File: src/rtl/req_encoder_4_2_pkg.sv
// Shared widths, FSM state encoding and index decode helper for the
// round-robin request encoder.
package req_encoder_4_2_pkg;

    localparam int unsigned IDX_W = 2;
    localparam int unsigned N_REQ = 4;

    typedef enum logic {
        ST_IDLE    = 1'b0,
        ST_PRESENT = 1'b1
    } state_e;

    function automatic logic [N_REQ-1:0] idx_to_onehot(input logic [IDX_W-1:0] idx);
        return N_REQ'(1) << idx;
    endfunction

endpackage : req_encoder_4_2_pkg

File: src/rtl/req_encoder_4_2_rr_pick_4.sv
// Combinational round-robin picker: first set bit of cand scanning from ptr,
// wrapping 3->0.
module rr_pick_4
    import req_encoder_4_2_pkg::*;
(
    input  logic [N_REQ-1:0] cand,
    input  logic [IDX_W-1:0] ptr,
    output logic [IDX_W-1:0] pick,
    output logic             any
);

    logic [IDX_W-1:0] w_idx;

    // Scan offsets high to low so the smallest offset from ptr wins last.
    always_comb begin
        pick  = ptr;
        w_idx = ptr;
        for (int i = N_REQ - 1; i >= 0; i--) begin
            w_idx = IDX_W'(ptr + IDX_W'(i));
            if (cand[w_idx]) begin
                pick = w_idx;
            end
        end
    end

    assign any = |cand;

endmodule : rr_pick_4

File: src/rtl/req_encoder_4_2.sv
// Registered 4-to-2 request encoder: sticky pending capture, round-robin
// selection and a valid/ready output handshake.
module req_encoder_4_2
    import req_encoder_4_2_pkg::*;
(
    input  logic             clk,
    input  logic             rst_n,
    input  logic             en,
    input  logic [N_REQ-1:0] req,
    input  logic             out_ready,
    input  logic             clr_ovr,
    output logic             out_valid,
    output logic [IDX_W-1:0] out_idx,
    output logic [N_REQ-1:0] out_onehot,
    output logic [N_REQ-1:0] pending,
    output logic [N_REQ-1:0] overrun
);

    state_e           r_state;
    logic [IDX_W-1:0] r_ptr;
    logic [IDX_W-1:0] r_idx;
    logic [N_REQ-1:0] r_onehot;
    logic [N_REQ-1:0] r_pending;
    logic [N_REQ-1:0] r_overrun;

    logic             w_accept;
    logic [N_REQ-1:0] w_acc_mask;
    logic [N_REQ-1:0] w_cand;
    logic [IDX_W-1:0] w_ptr_eff;
    logic [IDX_W-1:0] w_pick;
    logic             w_any;
    logic [N_REQ-1:0] w_pend_nxt;
    logic [N_REQ-1:0] w_ovr_set;
    logic [N_REQ-1:0] w_ovr_nxt;

    // Accepted bit drops out of pending/candidates unless req re-asserts it.
    assign w_accept   = (r_state == ST_PRESENT) && out_ready;
    assign w_acc_mask = w_accept ? r_onehot : '0;
    assign w_cand     = (r_pending & ~w_acc_mask) | req;
    assign w_ptr_eff  = w_accept ? IDX_W'(r_idx + IDX_W'(1)) : r_ptr;
    assign w_pend_nxt = req | (r_pending & ~w_acc_mask);
    assign w_ovr_set  = req & r_pending & ~w_acc_mask;
    assign w_ovr_nxt  = w_ovr_set | (clr_ovr ? '0 : r_overrun);

    rr_pick_4 u_pick (
        .cand (w_cand),
        .ptr  (w_ptr_eff),
        .pick (w_pick),
        .any  (w_any)
    );

    always_ff @(posedge clk or negedge rst_n) begin
        if (!rst_n) begin
            r_state   <= ST_IDLE;
            r_ptr     <= '0;
            r_idx     <= '0;
            r_onehot  <= '0;
            r_pending <= '0;
            r_overrun <= '0;
        end else begin
            r_pending <= w_pend_nxt;
            r_overrun <= w_ovr_nxt;
            if (w_accept) begin
                r_ptr <= w_ptr_eff;
            end
            case (r_state)
                ST_IDLE: begin
                    if (en && w_any) begin
                        r_idx    <= w_pick;
                        r_onehot <= idx_to_onehot(w_pick);
                        r_state  <= ST_PRESENT;
                    end
                end
                ST_PRESENT: begin
                    if (w_accept) begin
                        if (en && w_any) begin
                            r_idx    <= w_pick;
                            r_onehot <= idx_to_onehot(w_pick);
                        end else begin
                            r_onehot <= '0;
                            r_state  <= ST_IDLE;
                        end
                    end
                end
                default: begin
                    r_onehot <= '0;
                    r_state  <= ST_IDLE;
                end
            endcase
        end
    end

    assign out_valid  = (r_state == ST_PRESENT);
    assign out_idx    = r_idx;
    assign out_onehot = r_onehot;
    assign pending    = r_pending;
    assign overrun    = r_overrun;

endmodule : req_encoder_4_2

File: config.mk
export PLATFORM = sky130hd
export DESIGN_NAME = req_encoder_4_2
export DESIGN_NICKNAME = d
export VERILOG_FILES = /design/src/rtl/req_encoder_4_2_pkg.sv /design/src/rtl/req_encoder_4_2_rr_pick_4.sv /design/src/rtl/req_encoder_4_2.sv
export SDC_FILE = /design/constraint.sdc
export NUM_CORES = 1
export LEC_CHECK = 0
export ABC_AREA = 1
export CORE_MARGIN = 1
export CORE_UTILIZATION = 30
export CTS_CLUSTER_DIAMETER = 30
export DETAILED_ROUTE_END_ITERATION = 8
export GPL_ROUTABILITY_DRIVEN = 0
export PLACE_DENSITY_LB_ADDON = 0.2
export SYNTH_ARGS = -nofsm -noshare
export SYNTH_HDL_FRONTEND = slang
export SYNTH_HIERARCHICAL = 1
export SYNTH_SLANG_ARGS = --single-unit
File: constraint.sdc
create_clock -name clk -period 2 [get_ports clk]
set_clock_uncertainty 0.1 [all_clocks]
set_input_delay 0.2 -clock clk [delete_from_list [all_inputs] [get_ports clk]]
set_output_delay 0.2 -clock clk [all_outputs]
set_load 0.005 [all_outputs]
==> flow_metrics.py <==
metrics = {
    "grt": {
        "grt_use_met1_pct": 18.1,
        "grtUsageMet3_pct": 4.37,
        "gr-usage-met2_pct": 28.3,
        "grt_max_degree": 18,
        "grt_pass1_vias": 1008,
        "grt_overflow_total": 0,
        "grt_busiest_layer": "met2",
        "antenna_found_initial": 0,
        "gr-usage-all-layers_pct": 15.6,
        "grt_pass1_wl_mm": 4.11,
    },
    "cts": {
        "cts_tree": "done",
        "clk_pin_slew_ns": 0.11,
        "cts.sinks": 17,
        "cts_inserted_buffers": 3,
        "clk_latency_ns": 0.29,
        "clk_path_buf_depth": 2,
        "cts_root_buf": "clkbuf_4",
        "htree_num_levels": 1,
    },
    "synth": {
        "synth_top_area_share_pct": 43.1,
        "synth.yosys.warnings": 6,
        "yosys.area.top_type": "dfrtp_1",
        "synth_sequential_area_ratio_pct": 43.1,
        "ys_top_cells_by_area": "dfrtp_1 43%, nand2_1 18%, inv_1 8.7%, nand3_1 6.1%, nand2_2 3.2%",
        "synth-seq-cells": 17,
        "ys_types": 19,
        "syn_avg_cell_area_um2": 7.21,
        "syn-num-nets": 146,
        "syn_area_um2": 987,
        "synth_cells": 137,
    },
    "drt": {
        "drc": 0,
        "wl_mm": 2.64,
        "antenna_left": 0,
        "vias": 1044,
        "viasPerCell": 4.42,
        "detail_route.first_pass.iterations": 4,
        "drtIter0Drc": 45,
        "detail_route.wl_per_cell_um": 11.2,
    },
    "setup_path": {
        "critPathMaxFanout": 6,
        "cp.buffers_inverters": 2,
        "reg2reg_from": "out_valid",
        "cp.depth": 16,
        "reg2reg_to": "out_onehot[3]",
        "cp-end-kind": "flop",
        "critical_path_class": "reg -> reg",
        "reg2reg_slack_ns": -0.06,
        "critPathSlowestCell": "dfrtp_1",
        "crit_top_cell": "nand2_1",
        "critPathLaunch": "out_valid",
        "start_kind": "flop",
        "critical_path_arrival_ns": 2.15,
        "slowest_delay_ns": 0.44,
        "critPathRequiredTime_ns": 2.09,
        "endpoint": "out_onehot[3]",
        "critical_path.top_delay_family": "simple AND/OR/NAND/NOR gates",
        "ff2ff_path_depth": 16,
        "crit_path_cell_trace": "nand2_4 -> nand2_4 -> o21ai_4 -> buf_4 -> o21ai_2 -> nand2_2 -> nand2_1 -> nand2_1 -> nand2_1 -> nand2_1 -> nand2_1 -> nand2_2 -> nand2_1 -> inv_1 -> o211ai_1 -> nand2_1",
    },
    "sta": {
        "worst_pin_slew_ns": 0.229,
        "max_freq_ghz": 0.485,
        "relSlewSlack_pct": 84.7,
        "hold_slack_ns": 0.112,
        "hold_violations": 0,
        "period_share_pct": 103,
        "min_period_ns": 2.06,
        "slew_viol_final": 0,
        "setup_viol_count_final": 3,
        "setup_ws_ns": -0.0610,
        "rsz0062_at_grt": "true",
    },
    "die": {
        "rows": 20,
        "start_util_pct": 32.1,
        "die_area_um2": 3520,
        "coreArea_um2": 3080,
        "die_h_um": 59.4,
        "die_width_um": 59.4,
        "ios": 24,
    },
    "layout": {
        "nets": 202,
        "fillers": 314,
        "fin_area_um2": 1650,
        "drive_gt1_share_pct": 40.1,
        "syn_to_final_growth_pct": 66.9,
        "diodes": 0,
    },
    "placement": {
        "place_ws_ns": -0.477,
        "dpl.hpwl_mm": 1.73,
        "dpl_cell_area_um2": 1390,
        "io_buffers": 23,
    },
    "run": {
        "maxCapViolations": 0,
    },
    "outcome": {
        "failed_checks": "setup timing",
        "status": "complete, but fails checks",
    },
    "power": {
        "p_leak_uw": 0.000883,
        "ir_drop_mv": 0.720,
        "power_per_cell_area_nw_per_um2": 1190,
        "finalPower_uw": 1950,
    },
    "worst_hold_path": {
        "hp-class": "in -> async",
    },
}
-- worst register-to-register path, cell delays in order, from the launching register on --
cell and delay (ns):
dfrtp_1 0.44, nand2_4 0.15, nand2_4 0.12, o21ai_4 0.06
buf_4 0.16, o21ai_2 0.18, nand2_2 0.09, nand2_1 0.06
nand2_1 0.05, nand2_1 0.08, nand2_1 0.05, nand2_1 0.07
nand2_2 0.08, nand2_1 0.06, inv_1 0.03, o211ai_1 0.09
nand2_1 0.08
-- stage by stage --
step	setup TNS (ns)	instances	util, %
4_1_cts	-0.287	230	48.2
3_3_place_gp	-2.22	221	45.2
5_1_grt	-1.15	236	53.5
2_1_floorplan	0	137	-
6_report	-0.145	236	53.5
3_5_place_dp	-2.61	221	45.2
-- where the power goes --
group	internal [uW]	total [uW]	switching (uW)
clock network	74.4	188	114
registers	439	514	74.8
logic	611	1250	641
total	1120	1950	830
-- timing repair --
item                                    CTS  global route
pin swaps                                11            14
cloned                                    1             1
hold buffers                              0             0
hold endpoints to repair                  0             0
endpoints found under the setup margin    6             7
gates resized for setup                  12            35
buffers inserted                          4             5
-- state kept, by name, indices dropped and copies added, names as in the netlist --
name        flops
out_onehot      4
overrun         4
pending         4
out_idx         2
r_ptr           2
out_valid       1
-- metal layers --
layer | share of wire [%] | wire (um) | vias up
li1 | - | - | 538
met3 | 4.7 | 125 | 2
met4 | 0.46 | 12 | 0
met1 | 41 | 1090 | 483
met5 | 0 | 0 | -
met2 | 53 | 1400 | 21
-- final cells by class --
| cell class | count | area, um^2 | area share (%) |
|---|---|---|---|
| clock buffers | 3 | 22.5 | 1.37 |
| clock inverters | 1 | 5.00 | 0.304 |
| inverters | 28 | 118 | 7.14 |
| multi-input cells | 91 | 572 | 34.7 |
| flip-flops and latches | 17 | 425 | 25.8 |
| well taps | 44 | 55.1 | 3.34 |
| repair buffers | 52 | 450 | 27.3 |
-- worst min-delay path by stage --
stage / startpoint / to / slack [ns] / cells past startpoint
after global routing: rst_n / out_onehot[3] / 0.12 / 2
after CTS: rst_n / out_onehot[3] / 0.11 / 2
after detailed placement: overrun[3] / overrun[3] / 0.42 / 2
after floorplan: rst_n / out_idx[0] / -0.20 / 0
after global placement: overrun[0] / overrun[0] / 0.42 / 2
final: rst_n / out_onehot[3] / 0.11 / 2
-- cell usage after synthesis --
| cell | number |
|---|---|
| o211ai_1 | 3 |
| o22ai_1 | 4 |
| inv_2 | 3 |
| clkinv_2 | 1 |
| a21oi_1 | 1 |
| o21bai_1 | 4 |
| inv_6 | 1 |
| nand4_1 | 1 |
| o21ai_2 | 1 |
| nor2_4 | 1 |
| inv_1 | 23 |
| nand2_2 | 5 |
| o21ai_1 | 4 |
| xor2_1 | 1 |
| nand3_1 | 12 |
| nand2_1 | 47 |
| nor2_1 | 6 |
| buf_6 | 2 |
| dfrtp_1 | 17 |
-- cell usage in the layout, fill, tap and decap left out, drive strengths merged --
cell type,netlist,layout
nand2,52,53
inv,27,28
clkinv,1,1
o211ai,3,3
o21ai,5,5
nand3,12,12
buf,2,29
a21oi,1,1
nor2,7,7
dfrtp,17,17
o22ai,4,4
o21bai,4,4
clkdlybuf4s50,0,22
xor2,1,1
dlygate4sd2,0,1
nand4,1,1
clkbuf,0,3
-- cells by family (layout without fill, tap and decap cells) --
logic type | count (synthesis) | count (layout) | synth area share (%)
AND/OR/NAND/NOR | 72 | 73 | 31.2
buffers and inverters | 30 | 84 | 13.6
AO/OA/AOI/OAI | 17 | 17 | 11.3
flip-flops | 17 | 17 | 43.1
XOR/XNOR | 1 | 1 | 0.887
Power figures use the tool's default switching activity.
==> patch 1 (config.mk and constraints unchanged) <==
Reset style: synchronous (`rst_n`), changed in one clocked block.
--- a/src/rtl/req_encoder_4_2.sv
+++ b/src/rtl/req_encoder_4_2.sv
@@ -49,7 +49,7 @@
         .any  (w_any)
     );
 
-    always_ff @(posedge clk or negedge rst_n) begin
+    always_ff @(posedge clk) begin
         if (!rst_n) begin
             r_state   <= ST_IDLE;
             r_ptr     <= '0;
Behaviour: differs if rst_n is asserted again (counterexample within 4 cycles, from zero or initial values and one cycle with rst_n low); with rst_n held inactive, the same outputs for 10 cycles.
==> patch 1 against the original RTL <==
The flow finishes with violations (DRC, setup timing). Sequential cell count is the same. Routed wire length is 8.5% lower. Setup slack got worse by 0.027 ns. Cell area shrank 12%. Area after synthesis fell by 6.2%. Utilization down 2.0 points. Highest routed layer unchanged.
Power is not compared: it rests on default switching activity, and its combinational part moved more than twofold at a synthesized area within 25%.
==> patch 1: results <==
[run_status]
run_status = finished, violations left
violations = DRC, setup timing

[global_routing]
grt_pass1_wl_mm = 4.02
first_global_vias = 1021
antenna_found_initial = 0
grt_max_degree = 17
grt_usage_pct = 16.0

[worst_hold_path]
min_path_cells = 3
hp-class = in2reg

[detailed_routing]
drt_first_pass_iters = 6
drcViolationCount = 2
viasPerCell = 4.75
drt_iter0_markers = 34
routed_wl_mm = 2.41

[pwr]
irDropWorstVdd_v = 0.000547
p_leak_nw = 0.705

[clock_network]
cts_root_buf = clkbuf_4
cts.reportedPaths.clkPinSlew_ns = 0.10
clk_latency_ns = 0.29
cts_buffers = 3
max-clock-path-buffers = 2
htreeDepth = 1

[sta]
relSlewSlack_pct = 63.6
fin_setup_tns_ns = -0.258
post-route-worst-setup-slack_ns = -0.0882
drv_slew = 0
setup-violations-final = 5

[placement]
placed_area_sq_um = 1300
detailedPlacementHpwl_mm = 1.73

[final_layout]
drive_gt1_share_pct = 28.6
diodes = 0
finalNetCount = 206
multi_input_area_sq_um = 546
nFillCells = 281

[logic_synthesis]
synthArstFlopShare_pct = 0
ys_top_cells_by_area = dfxtp_1, nand2_1, a21oi_1
yosysWarnings = 6
synth_top_flop_cell = dfxtp_1
seq_area_frac_synth_pct = 36.8
synth_cell_type_count = 20
yosys-top-cells-count = nand2_1, inv_1, dfxtp_1, a21oi_1, nand3_1
synth_fp_nets = 157

[worst_setup_path]
ff2ff_path_depth = 18
crit_arrival_ns = 2.22
critical_path.max_fanout = 5
==> patch 1: power by group <==
part           internal, W  switching [W]
registers         0.000363      0.0000180
logic             0.000162       0.000172
clock network    0.0000777       0.000112
==> patch 1: repair_timing <==
action                                  in CTS  in global routing
endpoints found under the setup margin       5                  6
gates resized for setup                     10                 14
cloned                                       1                  0
pin swaps                                    5                  7
setup buffers                                4                  2
==> patch 1: through the flow <==
stage / instances / setup WS, ns / total power [W]
5_1_grt: 227 / -0.264 / 0.000967
2_1_floorplan: 148 / 0.0136 / 0.000545
3_3_place_gp: 216 / -0.425 / 0.000654
3_5_place_dp: 216 / -0.446 / 0.000656
6_report: 227 / -0.0882 / 0.000905
4_1_cts: 225 / -0.0809 / 0.000877
==> patch 1: cell type report <==
type / instances / area share [%]
sequential: 17 / 23.4
multi-input combinational: 104 / 37.4
timing repair buffer: 45 / 27.0
clock buffer: 4 / 1.80
timing repair inverter: 1 / 0.515
inverter: 25 / 7.12
tap: 31 / 2.66
==> patch 1: logic make-up after synthesis <==
kind of cell    synth area share, %
compound gates                 13.1
simple gates                   36.5
flops                          36.8
xor+xnor                      0.946
buf+inv                        12.7
==> patch 1: worst max-delay path: stages, from the launching register on <==
cell,delay [ns]
dfxtp_2,0.35
nand2_4,0.07
inv_4,0.04
or2_4,0.23
o21ai_4,0.09
clkinvlp_4,0.16
nand2_2,0.09
o21ai_2,0.06
nand2_1,0.08
nand2_1,0.05
nand2_1,0.06
nand2_1,0.06
nand2_1,0.07
nand2_2,0.06
nand2_4,0.10
inv_2,0.04
nor2_2,0.10
o211ai_1,0.09
a21oi_1,0.12
==> patch 1: worst paths after layout <==
path,startpoint,slack (ns),endpoint
min reg2reg,overrun[3]$_SDFF_PN0_,0.37,overrun[3]$_SDFF_PN0_
max,out_valid$_SDFF_PN0_,-0.09,out_onehot[1]$_SDFFE_PN0P_
min,rst_n,0.36,out_idx[1]$_SDFFE_PN0P_
max reg2reg,out_valid$_SDFF_PN0_,-0.09,out_onehot[1]$_SDFFE_PN0P_
==> patch 1: layer usage <==
layer | vias to the layer above | GRT usage [%] | share of wire (%)
li1 | 560 | - | -
met5 | - | 0 | 0
met1 | 492 | 16.7 | 44
met4 | 0 | 6.27 | 0.91
met3 | 4 | 5.22 | 4.4
met2 | 22 | 29.4 | 50
==> patch 2 (same settings) <==
Made on the original files. The package constant `IDX_W` goes from 2 to 3.
--- a/src/rtl/req_encoder_4_2_pkg.sv
+++ b/src/rtl/req_encoder_4_2_pkg.sv
@@ -2,7 +2,7 @@
 // round-robin request encoder.
 package req_encoder_4_2_pkg;
 
-    localparam int unsigned IDX_W = 2;
+    localparam int unsigned IDX_W = 3;
     localparam int unsigned N_REQ = 4;
 
     typedef enum logic {
Interface: changed (resized out_idx); port bits go from 24 to 25. The function was not compared with the original's and may differ.
==> patch 2 against the original RTL <==
The run still ends with setup timing left. Setup slack worse by 0.092 ns. Routed wire length grew 9.0%. Cell area rose by 13%. Sequential cell count grew 2. Area after synthesis is 20% higher. Clock power is 38% higher. Largest power group unchanged. Sequential power increased by 13%. Total power grew 38%.
==> patch 2: results <==
[run_status]
run_status = finished, violations left
violations = setup timing

[clock_network]
cts.reportedPaths.clkPinSlew_ns = 0.07
postCtsSetupBuffers = 2
cts_root_buf = clkbuf_8

[worst_setup_path]
crit-reg2reg-launch = out_idx[0]$_DFFE_PN0P_
ff2ff_path_depth = 15
r2r_end = out_onehot[2]$_DFFE_PN0P_
critical_path.max_fanout = 5
cpPeakStageDelay_ns = 0.42

[logic_synthesis]
yosys-top-cells-count = nand2_1, inv_1, dfrtp_1, nand3_1, nand2_2
synth_top_flop_cell = dfrtp_1
synth_compound_gate_area_share_pct = 7.60
synth-adder-area-share_pct = 3.17
synth_xor_area_share_pct = 2.96
synth_cell_type_count = 24
ys_top_cells_by_area = dfrtp_1, nand2_1, inv_1
seq_area_frac_synth_pct = 40.1
synth_fp_nets = 167

[detailed_routing]
wl_met2_mm = 1.44
wire_per_inst_microns = 11.5
met1_length_mm = 1.32
met3_length_microns = 62
drt_iter0_markers = 35
routed_wl_mm = 2.87

[pwr]
power_sequential_w = 0.000580
irDropWorstVdd_v = 0.000893
p_sw_w = 0.00118
p_int_w = 0.00152
p_leak_nw = 0.964

[global_routing]
grt_usage_pct = 14.9
grt_pass1_wl_mm = 4.84
met3_usage_pct = 1.76
grt_max_degree = 20
grtUsageMet2_pct = 26.4

[placement]
placed_area_sq_um = 1670
pre_cts_ws_ns = -0.552
io_buffers = 24
placed_cells = 242
detailedPlacementHpwl_mm = 2.28

[final_layout]
diodes = 0
final_core_util_pct = 49.9
finalNetCount = 215
drive_gt1_share_pct = 42.6

[sta]
post-route-worst-setup-slack_ns = -0.153
holdWs_ns = 0.182
worstMarginPinSlew_ns = 0.251
setup-violations-final = 6
patch 2: layout make-up:
| cell class | instances | area share, % |
|---|---|---|
| sequential | 19 | 25.7 |
| timing repair buffer | 44 | 21.6 |
| multi-input combinational | 106 | 40.6 |
| inverter | 29 | 6.41 |
| tap | 48 | 3.24 |
| clock inverter | 1 | 0.270 |
| clock buffer | 3 | 2.23 |
patch 2: worst max-delay path by stage:
stage	from	end	slack (ns)	depth (start not counted)
floorplan	out_valid$_DFF_PN0_	out_onehot[1]$_DFFE_PN0P_	-0.12	17
global placement	out_ready	out_onehot[0]$_DFFE_PN0P_	-0.49	17
detailed placement	out_ready	out_onehot[0]$_DFFE_PN0P_	-0.55	18
CTS	out_idx[0]$_DFFE_PN0P_	out_onehot[0]$_DFFE_PN0P_	-0.15	15
global route	out_idx[1]$_DFFE_PN0P_	out_onehot[2]$_DFFE_PN0P_	-0.30	16
finish	out_idx[0]$_DFFE_PN0P_	out_onehot[2]$_DFFE_PN0P_	-0.15	15
